[config.mk]
export PLATFORM = sky130hd
export DESIGN_NAME = control_unit
export DESIGN_NICKNAME = d
export VERILOG_FILES = /design/src/rtl/cu_pkg.sv /design/src/rtl/program_counter.sv /design/src/rtl/control_unit.sv
export SDC_FILE = /design/constraint.sdc
export NUM_CORES = 1
export LEC_CHECK = 0
export CORE_MARGIN = 10
export CORE_UTILIZATION = 28
export CTS_CLUSTER_SIZE = 20
export DETAILED_ROUTE_END_ITERATION = 8
export GPL_TIMING_DRIVEN = 0
export REMOVE_ABC_BUFFERS = 1
export SETUP_SLACK_MARGIN = 0.1
export SYNTH_ARGS = -nofsm -noshare
export SYNTH_HDL_FRONTEND = slang
export SYNTH_SLANG_ARGS = --single-unit
export TNS_END_PERCENT = 5
[constraint.sdc]
create_clock -name clk -period 4.75 [get_ports clk]
set_clock_uncertainty 0.15 [all_clocks]
set_input_delay 0.475 -clock clk [delete_from_list [all_inputs] [get_ports clk]]
set_output_delay 0.475 -clock clk [all_outputs]
set_load 0.01 [all_outputs]
[src/rtl/cu_pkg.sv]
// Shared types and constants for the instruction sequencer: FSM state
// encoding, opcode map and default widths.
package cu_pkg;

   localparam int ADDR_W_DEFAULT  = 8;
   localparam int INSTR_W_DEFAULT = 12;

   typedef enum logic [1:0] {
      ST_FETCH   = 2'd0,
      ST_DECODE  = 2'd1,
      ST_EXECUTE = 2'd2,
      ST_HALT    = 2'd3
   } state_t;

   localparam logic [3:0] ALU_OP_MAX = 4'hB;
   localparam logic [3:0] OP_JMP     = 4'hC;
   localparam logic [3:0] OP_JZ      = 4'hD;
   localparam logic [3:0] OP_NOP     = 4'hE;
   localparam logic [3:0] OP_HLT     = 4'hF;

   function automatic logic is_alu_op(input logic [3:0] op);
      return op <= ALU_OP_MAX;
   endfunction

endpackage

[src/rtl/program_counter.sv]
// Program counter register; a jump load takes priority over the sequential
// increment, which wraps modulo 2^ADDR_W.
module program_counter
   import cu_pkg::*;
#(
   parameter int ADDR_W = ADDR_W_DEFAULT
) (
   input  logic              clk,
   input  logic              rst,
   input  logic              inc,
   input  logic              load,
   input  logic [ADDR_W-1:0] load_val,
   output logic [ADDR_W-1:0] pc
);

   always_ff @(posedge clk or posedge rst) begin
      if (rst) begin
         pc <= '0;
      end else if (load) begin
         pc <= load_val;
      end else if (inc) begin
         pc <= pc + ADDR_W'(1);
      end
   end

endmodule

[src/rtl/control_unit.sv]
// Three-cycle fetch/decode/execute sequencer driving an external ALU block.
// Optional macro STEP_EN adds a step input that gates each FETCH.
//
// state   | meaning
// FETCH   | present PC to the ROM (waits for step when STEP_EN)
// DECODE  | ROM word valid, latch into IR
// EXECUTE | strobe ALU or resolve jump/branch, update PC
// HALT    | parked after HLT until reset
module control_unit
   import cu_pkg::*;
#(
   parameter int ADDR_W  = ADDR_W_DEFAULT,
   parameter int INSTR_W = INSTR_W_DEFAULT
) (
   input  logic               clk,
   input  logic               rst,
`ifdef STEP_EN
   input  logic               step,
`endif
   output logic [ADDR_W-1:0]  instr_addr,
   input  logic [INSTR_W-1:0] instr_data,
   input  logic [7:0]         acc_in,
   output logic [3:0]         operation_code,
   output logic               aku_enable,
   output logic [7:0]         in_b,
   output logic               halted
);

   state_t              state, state_nxt;
   logic [INSTR_W-1:0]  ir;
   logic                ir_load;
   logic                pc_inc, pc_load;
   logic [ADDR_W-1:0]   pc;
   logic [ADDR_W-1:0]   jmp_target;
   logic [3:0]          opcode;
   logic                fetch_go;

   assign opcode         = ir[INSTR_W-1 -: 4];
   assign operation_code = opcode;
   assign in_b           = ir[7:0];
   assign jmp_target     = ADDR_W'(ir[7:0]);
   assign instr_addr     = pc;
   assign halted         = (state == ST_HALT);

`ifdef STEP_EN
   assign fetch_go = step;
`else
   assign fetch_go = 1'b1;
`endif

   always_ff @(posedge clk or posedge rst) begin
      if (rst) begin
         state <= ST_FETCH;
      end else begin
         state <= state_nxt;
      end
   end

   always_ff @(posedge clk or posedge rst) begin
      if (rst) begin
         ir <= '0;
      end else if (ir_load) begin
         ir <= instr_data;
      end
   end

   always_comb begin
      state_nxt  = state;
      ir_load    = 1'b0;
      pc_inc     = 1'b0;
      pc_load    = 1'b0;
      aku_enable = 1'b0;
      case (state)
         ST_FETCH: begin
            if (fetch_go) begin
               state_nxt = ST_DECODE;
            end
         end
         ST_DECODE: begin
            ir_load   = 1'b1;
            state_nxt = ST_EXECUTE;
         end
         ST_EXECUTE: begin
            state_nxt = ST_FETCH;
            if (is_alu_op(opcode)) begin
               aku_enable = 1'b1;
               pc_inc     = 1'b1;
            end else begin
               case (opcode)
                  OP_JMP: pc_load = 1'b1;
                  OP_JZ: begin
                     // acc_in is the live ALU result from the previous op
                     if (acc_in == 8'd0) begin
                        pc_load = 1'b1;
                     end else begin
                        pc_inc = 1'b1;
                     end
                  end
                  OP_NOP: pc_inc = 1'b1;
                  default: state_nxt = ST_HALT;
               endcase
            end
         end
         default: state_nxt = ST_HALT;
      endcase
   end

   program_counter #(
      .ADDR_W (ADDR_W)
   ) u_pc (
      .clk      (clk),
      .rst      (rst),
      .inc      (pc_inc),
      .load     (pc_load),
      .load_val (jmp_target),
      .pc       (pc)
   );

endmodule

# ---- Word level (Yosys, flattened, before mapping)
# Index checks and enable logic that the tools add are counted.
dict set report totals {
  reg_bits 22
  inputBits 22
  output_inout_bits 22
  elab_cells 31
}
dict set report classes {
  n_addsub 1
  n_lt_le_gt_ge 1
  n_eq_ne 6
  muxes 16
  n_reduce_logical 4
}
# cell n
set ops {}
lappend ops {{$mux 8} 2}
lappend ops {{$eq 4x4->1 const B} 3}
lappend ops {{$mux 1} 9}
lappend ops {{$add 8x1->8 const B} 1}
lappend ops {{$logic_not 8->1} 1}
lappend ops {{$pmux 2 s3} 1}
lappend ops {{$eq 2x2->1 const B} 2}
lappend ops {{$le 4x4->1 const B} 1}
lappend ops {{$mux 2} 2}
lappend ops {{$pmux 1 s2} 2}
lappend ops {{$reduce_or 3->1} 1}
lappend ops {{$eq 2x1->1 const B} 1}
lappend ops {{$logic_not 2->1} 1}
lappend ops {{$reduce_bool 2->1} 1}

# ---- Depth between registers and ports, before layout
# Gate-level depths: netlist (run 1).
dict set report depth {
  word_depth 7
  depth_mapped 6
  ltp_nobuf 5
}

# ---- Cells and area by module
# From an unflattened synthesis (run 1), not the netlist that was laid out.
dict set report hier_totals {
  cells_unflattened 94
  area_unflattened_um2 1064.8
}
# module n_inst cells_per_inst area_each_um2 seq_area_each_um2
set by_module_without_submodules {}
lappend by_module_without_submodules {control_unit 1 44 619.3 350.3}
lappend by_module_without_submodules {program_counter 1 50 445.4 200.2}

# ---- Worst setup path after synthesis (run 1)
# Ideal clock, no wire load.
dict set report synth_path {
  path_kind {in2reg}
  startpoint {input acc_in[5]}
  endpoint {register u_pc.pc[6]}
  setup_ns 0.139
  arrival_ns 1.536
  t_required_ns 4.461
  path_slack_ns 2.925
  stages 4
  n_path_buf 0
  cell_sequence {or4_4 -> o21a_4 -> o211ai_2 -> o2111ai_1}
}
dict set report synth_between {
  elab_chain_len 6
  elab_cells_between_ends 11
  cone_classes {9 x mux; 2 x reduce/logical}
}
# element line_no
set synth_lines {}
lappend synth_lines {{from (decl)} control_unit.sv:22} ;# input logic [7:0] acc_in,
lappend synth_lines {{$logic_not 8->1 *} control_unit.sv:93} ;# if (acc_in == 8'd0) begin
lappend synth_lines {{$mux 1} control_unit.sv:93}
lappend synth_lines {{$pmux 1 s2} control_unit.sv:89} ;# case (opcode)
lappend synth_lines {{$mux 1} control_unit.sv:85} ;# if (is_alu_op(opcode)) begin
lappend synth_lines {{$mux 1} control_unit.sv:73} ;# case (state)
lappend synth_lines {{$mux 8 / $reduce_bool 2->1 (equally long branches)} n/a}
lappend synth_lines {{to (signal assigned)} program_counter.sv:20} ;# pc <= load_val;
lappend synth_lines {{to (signal assigned)} program_counter.sv:22} ;# pc <= pc + ADDR_W'(1);
lappend synth_lines {{to (decl)} program_counter.sv:13} ;# output logic [ADDR_W-1:0] pc
# Mark *: on every way between the ends. The rest lies on a longest branch, timed or not.
# A chain may end at the register's enable or synchronous reset.

# ---- Worst setup path in the final report (run 1)
dict set report layout_path {
  startpoint {register state[0]}
  endpoint {output aku_enable}
}
dict set report layout_between {
  elab_chain_len 2
}
# element line_no
set layout_lines {}
lappend layout_lines {{from (decl)} control_unit.sv:29} ;# state_t state, state_nxt;
lappend layout_lines {{from (signal assigned)} control_unit.sv:55} ;# state <= state_nxt;
lappend layout_lines {{$eq 2x2->1} control_unit.sv:73}
lappend layout_lines {{$mux 1} control_unit.sv:73}
lappend layout_lines {{to (decl)} control_unit.sv:24} ;# output logic aku_enable,
# No other way between the ends.

==> flow_metrics.tcl, run 1 <==
set metrics [dict create \
    post_cts_buffers 0 \
    ios 44 \
    antenna_found_initial 0 \
    cts-root-buf "clkbuf_8" \
    r2r_setup_slack_ps 2890 \
    drv_cap 0 \
    ant_nets 0 \
    reg2reg_from "state[0]" \
    antenna_cells 0 \
    synth_edf_count 0 \
    ys_top_cells_by_area "dfrtp_1 (49%), mux2_2 (12%), nor3_1 (3.6%)" \
    numCtsBuffers 3 \
    coreArea_um2 3770 \
    slew_viol_final 0 \
    synth_flop_cell "dfrtp_1" \
    row_count 22 \
    yosysTopAreaCellShare 0.489 \
    route.detailed.wl_per_inst_um 16.1 \
    synth_area_um2 1130 \
    via_per_inst 4.87 \
    grt_util_all_layers 0.0844 \
    cp.arrival_ps 1740 \
    dp.final_hpwl_mm 2.40 \
    final_cell_mix "clkdlybuf4s50_1 (43), dfrtp_1 (22), mux2_2 (12)" \
    cp_max_fo 9 \
    cts_tree "built" \
    switching_share 0.368 \
    hold_depth 1 \
    ys_ff_latch 22 \
    clock_latency_ps 260 \
    pwr-share-clk 0.128 \
    wirelength_mm 3.04 \
    hp-start "state[0]" \
    leakage_nw 0.644 \
    worst_slew_pin_slew_ps 864 \
    power_density_nw_per_um2 635 \
    drt_first_pass_iters 4 \
    syn2layout_area_growth_pct 46.7 \
    tns_ps 0 \
    post-route-drc-count 0 \
    postCtsHoldBufs 0 \
    cts.sink_count 22 \
    layout-drive-gt1-share 0.186 \
    nets 164 \
    reg2regPathDepth 4 \
    cp.required_ps 4120 \
    final_core_util 0.438 \
    pwr-share-comb 0.513 \
    cts_htree_levels 1 \
    grt_overflow 0 \
    syn-instance-count 97 \
    status "completed" \
    die_h_um 83.4 \
    rsz0062_at_grt "no" \
    final_common_cell "clkdlybuf4s50_1" \
    intPower_uw 663 \
    maxSlewHeadroom 0.423 \
    p_seq_frac 0.359 \
    hold_viol 0 \
    period_needed_ps 2370 \
    holdPathEnd "state[1]" \
    min_period_over_period 0.499 \
    critPathKind "reg -> out" \
    ir_drop_mv 0.223 \
    yosysWarnings 0 \
    fmax_mhz 422 \
    grt_pass1_vias 1035 \
    gp_congestion 0.830 \
    synth_top_cell_by_area "dfrtp_1" \
    yosysSeqAreaShare 0.489 \
    start_util 0.299 \
    syn_area_per_cell_um2 11.6 \
    start_kind "flop" \
    synth_async_sr_flop_share 1.00 \
    endpoint_kind "primary output" \
    dieArea_um2 6960 \
    timing.rr.end "u_pc.pc[6]" \
    vias 915 \
    hp-class "reg -> reg" \
    ys_types 34 \
    cts_resized 0 \
    grt_max_degree 23 \
    finalPower_mw 1.05 \
    port_buffers 43 \
    die_w_um 83.4 \
    cts.clk_slew.worst_paths_ps 80 \
    grt_pass1_wl_mm 5.00 \
    drt-initial-drc-count 34 \
    setup_violations 0 \
    power.switching_uw 386 \
    cts_buffer_depth 2 \
]
critical path, stage by stage, from the launching register on:
cell	delay (ps)
dfrtp_1	410
nand2b_1	320
a21oi_1	190
clkdlybuf4s50_1	550
cells by family (layout without fill, tap and decap cells):
| kind of cell | after synthesis | after routing | synth area share |
|---|---|---|---|
| XOR/XNOR | 4 | 4 | 0.0311 |
| adder cells (fa/ha/maj) | 1 | 1 | 0.0111 |
| buffers and inverters | 7 | 50 | 0.0278 |
| multiplexers | 12 | 12 | 0.120 |
| flip-flops | 22 | 22 | 0.489 |
| AO/OA/AOI/OAI | 18 | 18 | 0.142 |
| AND/OR/NAND/NOR | 33 | 33 | 0.179 |
synth_stat cells (all sizes together) (2+ instances only):
library cell and instances:
a21o 2, a21oi 6, and2 2, and4 2
buf 2, clkbuf 2, dfrtp 22, inv 3
mux2 12, nand2 4, nand2b 2, nand3 4
nor2 2, nor3 9, nor3b 2, o2111ai 2
o21a 2, o21ai 2, or4 2, xnor2 4
power by group through the flow:
stage,registers (mW),logic [mW],clock network [mW]
floorplan,0.397,0.253,0
global placement,0.376,0.540,0
detailed placement,0.381,0.546,0
CTS,0.379,0.550,0.140
global route,0.393,0.585,0.146
finish,0.377,0.538,0.135
per-stage QoR:
step	hold WS (ps)	std cells	setup slack (ps)	instance area, um^2
2_1_floorplan	306	93	2920	1110
6_report	356	188	2380	1650
3_5_place_dp	342	184	2460	1600
5_1_grt	385	188	2310	1650
3_3_place_gp	322	184	2470	1600
4_1_cts	360	188	2360	1650
state kept, by name, summed over array words and instances, names as in the netlist:
register	cells
ir	12
state	2
u_pc.pc	8
area by class of cell:
cell class	instances	area [um^2]
Fill cell	354	2120
Sequential cell	22	551
Multi-Input combinational cell	68	544
Timing Repair Buffer	43	430
Tap cell	48	60.1
Clock buffer	4	55.1
Inverter	3	11.3
how the worst max path moves through the flow:
stage	cells past startpoint	to	startpoint
after floorplan	4	u_pc.pc[6]	acc_in[5]
after global placement	5	u_pc.pc[0]	acc_in[5]
after detailed placement	5	u_pc.pc[7]	acc_in[5]
after CTS	3	aku_enable	state[0]
after global routing	3	aku_enable	state[0]
final	3	aku_enable	state[0]
metal layers:
layer,global-route usage,wire (um)
met5,0,0
met2,0.140,1460
met4,0.0227,24
met1,0.0984,1330
met3,0.0332,221
No activity file was read; power rests on OpenSTA's default activity.
==> run 2, diff against run 1 <==
==> constraint.sdc (replaced) <==
create_clock -name clk -period 2.1 [get_ports clk]
set_clock_uncertainty 0.15 [all_clocks]
set_input_delay 0.21 -clock clk [delete_from_list [all_inputs] [get_ports clk]]
set_output_delay 0.21 -clock clk [all_outputs]
set_load 0.01 [all_outputs]
==> flow_metrics.tcl, run 2 (synthesis gave the netlist of run 1 again) <==
set metrics [dict create \
    status "completed" \
    post-route-drc-count 0 \
    fmax_mhz 524 \
    tns_ps 0 \
    drv_cap 0 \
    final_core_util 0.440 \
    leakage_nw 0.651 \
    wirelength_mm 3.04 \
    final_cell_mix "clkdlybuf4s50_1 (43), dfrtp_1 (22), mux2_2 (12)" \
    cts.clk_slew.worst_paths_ps 80 \
    route.detailed.wl_per_inst_um 16.2 \
    coreArea_um2 3770 \
    drt-initial-drc-count 31 \
    placed_area_um2 1600 \
    dieArea_um2 6960 \
    largest-register "ir" \
    fin_cells 188 \
    cts_tree "built" \
    row_count 22 \
    reg.largest.list "ir (12), u_pc.pc (8), state (2)" \
    min_period_over_period 0.909 \
    slew_viol_final 0 \
    die_w_um 83.4 \
    hp-class "in -> async" \
    grt_pass1_vias 1037 \
    port_buffers 43 \
    nets 164 \
    clock_latency_ps 260 \
    setup_violations 0 \
    die_h_um 83.4 \
    cp.required_ps 1740 \
    numCtsBuffers 3 \
    cts_htree_levels 1 \
    cts.sink_count 22 \
    drt_first_pass_iters 4 \
    layout-drive-gt1-share 0.193 \
    critPathKind "reg -> out" \
    gp_congestion 0.830 \
    hold_viol 0 \
    grt_overflow 0 \
    vias 916 \
    reg2regPathDepth 4 \
    start_util 0.299 \
    largest_reg_flops 12 \
    worst_slew_pin_slew_ps 864 \
    cp_max_fo 9 \
    antenna_cells 0 \
    grt_util_all_layers 0.0848 \
    grt_max_degree 23 \
    start_kind "flop" \
    cp.arrival_ps 1550 \
    ir_drop_mv 0.509 \
    ios 44 \
    rsz0062_at_grt "no" \
    syn2layout_area_growth_pct 47.3 \
    reg2reg_from "ir[8]" \
    via_per_inst 4.87 \
    endpoint_kind "primary output" \
    finalHoldWorstSlack_ps 272 \
    antenna_found_initial 0 \
    cts_buffer_depth 2 \
    fin_area_um2 1660 \
    r2r_setup_slack_ps 370 \
    dpl.cell_count 184 \
    ant_nets 0 \
    power_density_nw_per_um2 1440 \
    final_common_cell "clkdlybuf4s50_1" \
    timing.rr.end "u_pc.pc[1]" \
    period_needed_ps 1910 \
    postCtsHoldBufs 0 \
    grt_pass1_wl_mm 5.02 \
    dp.final_hpwl_mm 2.40 \
    maxSlewHeadroom 0.423 \
    cts-root-buf "clkbuf_8" \
    post_cts_buffers 0 \
]
==> run 2: cell counts in the layout (fill, tap and decap cells not counted) <==
Identical to the previous run, type by type.
==> run 2: stage by stage <==
step / setup slack, ps / total power [mW]
after floorplan: 459 / 1.47
after global placement: 89.4 / 2.07
after detailed placement: 73.9 / 2.10
after CTS: 165 / 2.44
after global routing: 126 / 2.56
final: 192 / 2.39
==> run 2: layout make-up <==
type,instances,area (um^2)
fill,354,2110
multi-input combinational,68,552
sequential,22,551
timing repair buffer,43,430
tap,48,60.1
clock buffer,4,55.1
inverter,3,11.3
==> run 2: how the worst max path moves through the flow <==
stage          cells past startpoint  slack (ps)  startpoint          to
2_1_floorplan                      4         460      ir[11]  u_pc.pc[1]
3_3_place_gp                       5          90   acc_in[5]  u_pc.pc[0]
3_5_place_dp                       5          70   acc_in[5]  u_pc.pc[7]
4_1_cts                            3         160    state[0]  aku_enable
5_1_grt                            3         130    state[0]  aku_enable
6_report                           3         190    state[0]  aku_enable
==> run 2: power breakdown <==
| group | internal, mW | switching (mW) | total [mW] |
|---|---|---|---|
| clock | 0.167 | 0.137 | 0.304 |
| combinational | 0.713 | 0.514 | 1.23 |
| sequential | 0.630 | 0.228 | 0.858 |
| total | 1.51 | 0.879 | 2.39 |
==> run 2: worst max-delay path, stage by stage (launching register included) <==
cell and delay, ps:
dfrtp_1 410, nand2b_4 200, a21oi_1 130, clkdlybuf4s50_1 550
==> run 2: what timing repair did <==
action / 4_1_cts / 5_1_grt
endpoints found under the setup margin: 1 / 0
gates resized for setup: 2 / 0
hold endpoints to repair: 0 / 0
==> run 2: routing by layer <==
| layer | track usage | vias to the layer above | share of wire |
|---|---|---|---|
| met2 | 0.140 | 25 | 0.48 |
| met4 | 0.0227 | 0 | 0.0079 |
| met3 | 0.0332 | 3 | 0.073 |
| met1 | 0.0996 | 442 | 0.44 |
| li1 | - | 446 | - |
| met5 | 0 | - | 0 |
==> run 3, diff against run 2 <==
--- a/config.mk
+++ b/config.mk
@@ -10,8 +10,9 @@
 export CTS_CLUSTER_SIZE = 20
 export DETAILED_ROUTE_END_ITERATION = 8
 export GPL_TIMING_DRIVEN = 0
+export HOLD_SLACK_MARGIN = 0.02
 export REMOVE_ABC_BUFFERS = 1
-export SETUP_SLACK_MARGIN = 0.1
+export SETUP_SLACK_MARGIN = 0.4
 export SYNTH_ARGS = -nofsm -noshare
 export SYNTH_HDL_FRONTEND = slang
 export SYNTH_SLANG_ARGS = --single-unit
==> flow_metrics.tcl, run 3 (synthesis gave the netlist of run 1 again) <==
set metrics [dict create \
    status "completed" \
    final_cell_mix "clkdlybuf4s50_1 (41), dfrtp_1 (22), mux2_2 (12)" \
    dpl.cell_count 184 \
    cts_tree "built" \
    ir_drop_mv 0.509 \
    antenna_cells 0 \
    max_stage_delay_ps 560 \
    cts_buffer_depth 2 \
    cp_max_fo 8 \
    antenna_found_initial 0 \
    slew_viol_final 0 \
    hp-class "in -> async" \
    crit_family "simple AND/OR/NAND/NOR gates" \
    vias 926 \
    cp_num_cells 5 \
    pre_cts_ws_ps 73.9 \
    reg.largest.list "ir (12), u_pc.pc (8), state (2)" \
    post-route-drc-count 0 \
    critPathKind "in -> reg" \
    crit_buf_inv 1 \
    gp_congestion 0.830 \
    clock_latency_ps 260 \
    row_count 22 \
    r2r_setup_slack_ps 360 \
    grt_pass1_vias 1037 \
    finalPower_mw 2.40 \
    grt_pass1_wl_mm 5.02 \
    ios 44 \
    cts.sink_count 22 \
    start_util 0.299 \
    worst_slew_pin_slew_ps 867 \
    cp_cell_sequence "clkdlybuf4s50_1 > or4_4 > o21a_4 > o211ai_2 > o2111ai_1" \
    largest-register "ir" \
    power_density_nw_per_um2 1440 \
    pwr-share-comb 0.515 \
    via_per_inst 4.90 \
    grt_max_degree 23 \
    wirelength_mm 3.10 \
    cts-root-buf "clkbuf_8" \
    postCtsHoldBufs 0 \
    drt_first_pass_iters 4 \
    power.switching_uw 890 \
    hold_viol 0 \
    fillCellCount 356 \
    die_h_um 83.4 \
    intPower_mw 1.51 \
    min_period_over_period 0.830 \
    timing.rr.end "u_pc.pc[1]" \
    drt-initial-drc-count 23 \
    grt_overflow 0 \
    crit_path_end "u_pc.pc[6]" \
    p_seq_frac 0.358 \
    setup_violations 0 \
    tns_ps 0 \
    route.detailed.wl_per_inst_um 16.4 \
    fmax_mhz 574 \
    numCtsBuffers 3 \
    cts_htree_levels 1 \
    switching_share 0.370 \
    fin_cells 189 \
    dieArea_um2 6960 \
    cts.clk_slew.worst_paths_ps 80 \
    grt_util_all_layers 0.0848 \
    endpoint_kind "flop" \
    startpoint "acc_in[5]" \
    pwr-share-clk 0.127 \
    leakage_nw 0.672 \
    reg2reg_from "ir[8]" \
    cp_slowest_cell "or4_4" \
    rsz0062_at_grt "yes" \
    cp.arrival_ps 1720 \
    reg2regPathDepth 4 \
    timing.final.ws_setup_ps 358 \
    cp.required_ps 2080 \
    syn2layout_area_growth_pct 48.6 \
    nets 165 \
    ant_nets 0 \
    dp.final_hpwl_mm 2.40 \
    period_needed_ps 1740 \
    die_w_um 83.4 \
    start_kind "input port" \
    largest_reg_flops 12 \
    drv_cap 0 \
    port_buffers 43 \
    coreArea_um2 3770 \
    maxSlewHeadroom 0.421 \
    layout-drive-gt1-share 0.206 \
    final_common_cell "clkdlybuf4s50_1" \
]
run 3: changes by cell type in the layout (fill, tap and decap cells not counted):
| cell | change |
|---|---|
| buf_4 | +1 |
| clkdlybuf4s50_1 | -2 |
| dlymetal6s2s_1 | +1 |
| dlygate4sd2_1 | +1 |
| nor3_2 | +1 |
| nor3_1 | -1 |
run 3: metal layers:
layer / up-vias / track usage / part of all wire
met2: 29 / 0.140 / 0.48
met5: - / 0 / 0
met1: 446 / 0.0996 / 0.43
li1: 448 / - / -
met4: 0 / 0.0227 / 0.0078
met3: 3 / 0.0332 / 0.074
run 3: how the worst min path moves through the flow:
stage	end	cells after the start
after floorplan	ir[0]	1
after global placement	state[1]	1
after detailed placement	state[1]	1
after CTS	ir[0]	2
after global routing	ir[9]	2
final	ir[0]	2
run 3: power by group through the flow:
stage / combinational (mW) / sequential, mW / clock (mW)
5_1_grt: 1.34 / 0.897 / 0.330
4_1_cts: 1.25 / 0.863 / 0.316
3_5_place_dp: 1.24 / 0.861 / 0
2_1_floorplan: 0.573 / 0.897 / 0
3_3_place_gp: 1.22 / 0.851 / 0
6_report: 1.24 / 0.859 / 0.305
run 3: per-stage QoR:
| stage | hold WS [ps] | area [um^2] | util |
|---|---|---|---|
| floorplan | 49.2 | 1110 | - |
| global placement | 322 | 1600 | 0.423 |
| detailed placement | 342 | 1600 | 0.423 |
| CTS | 309 | 1660 | 0.440 |
| global route | 351 | 1670 | 0.444 |
| finish | 273 | 1670 | 0.444 |
run 3: area by class of cell:
| type | instances | area, um^2 | area share |
|---|---|---|---|
| flip-flops and latches | 22 | 551 | 0.329 |
| clock buffers | 4 | 55.1 | 0.0329 |
| inverters | 3 | 11.3 | 0.00673 |
| well taps | 48 | 60.1 | 0.0359 |
| multi-input cells | 68 | 557 | 0.333 |
| repair buffers | 44 | 439 | 0.263 |
run 3: timing repair:
action / in CTS / in global routing
resized for setup: 3 / 2
endpoints found under the hold margin: 0 / 0
setup endpoints to repair: 10 / 23
pin swaps: 0 / 1
setup buffers: 0 / 1
run 3: worst register-to-register path, stage by stage (launching register included):
cell,delay [ps]
dfrtp_1,460
and4_1,280
or2_2,370
a32o_1,230
a21o_1,150
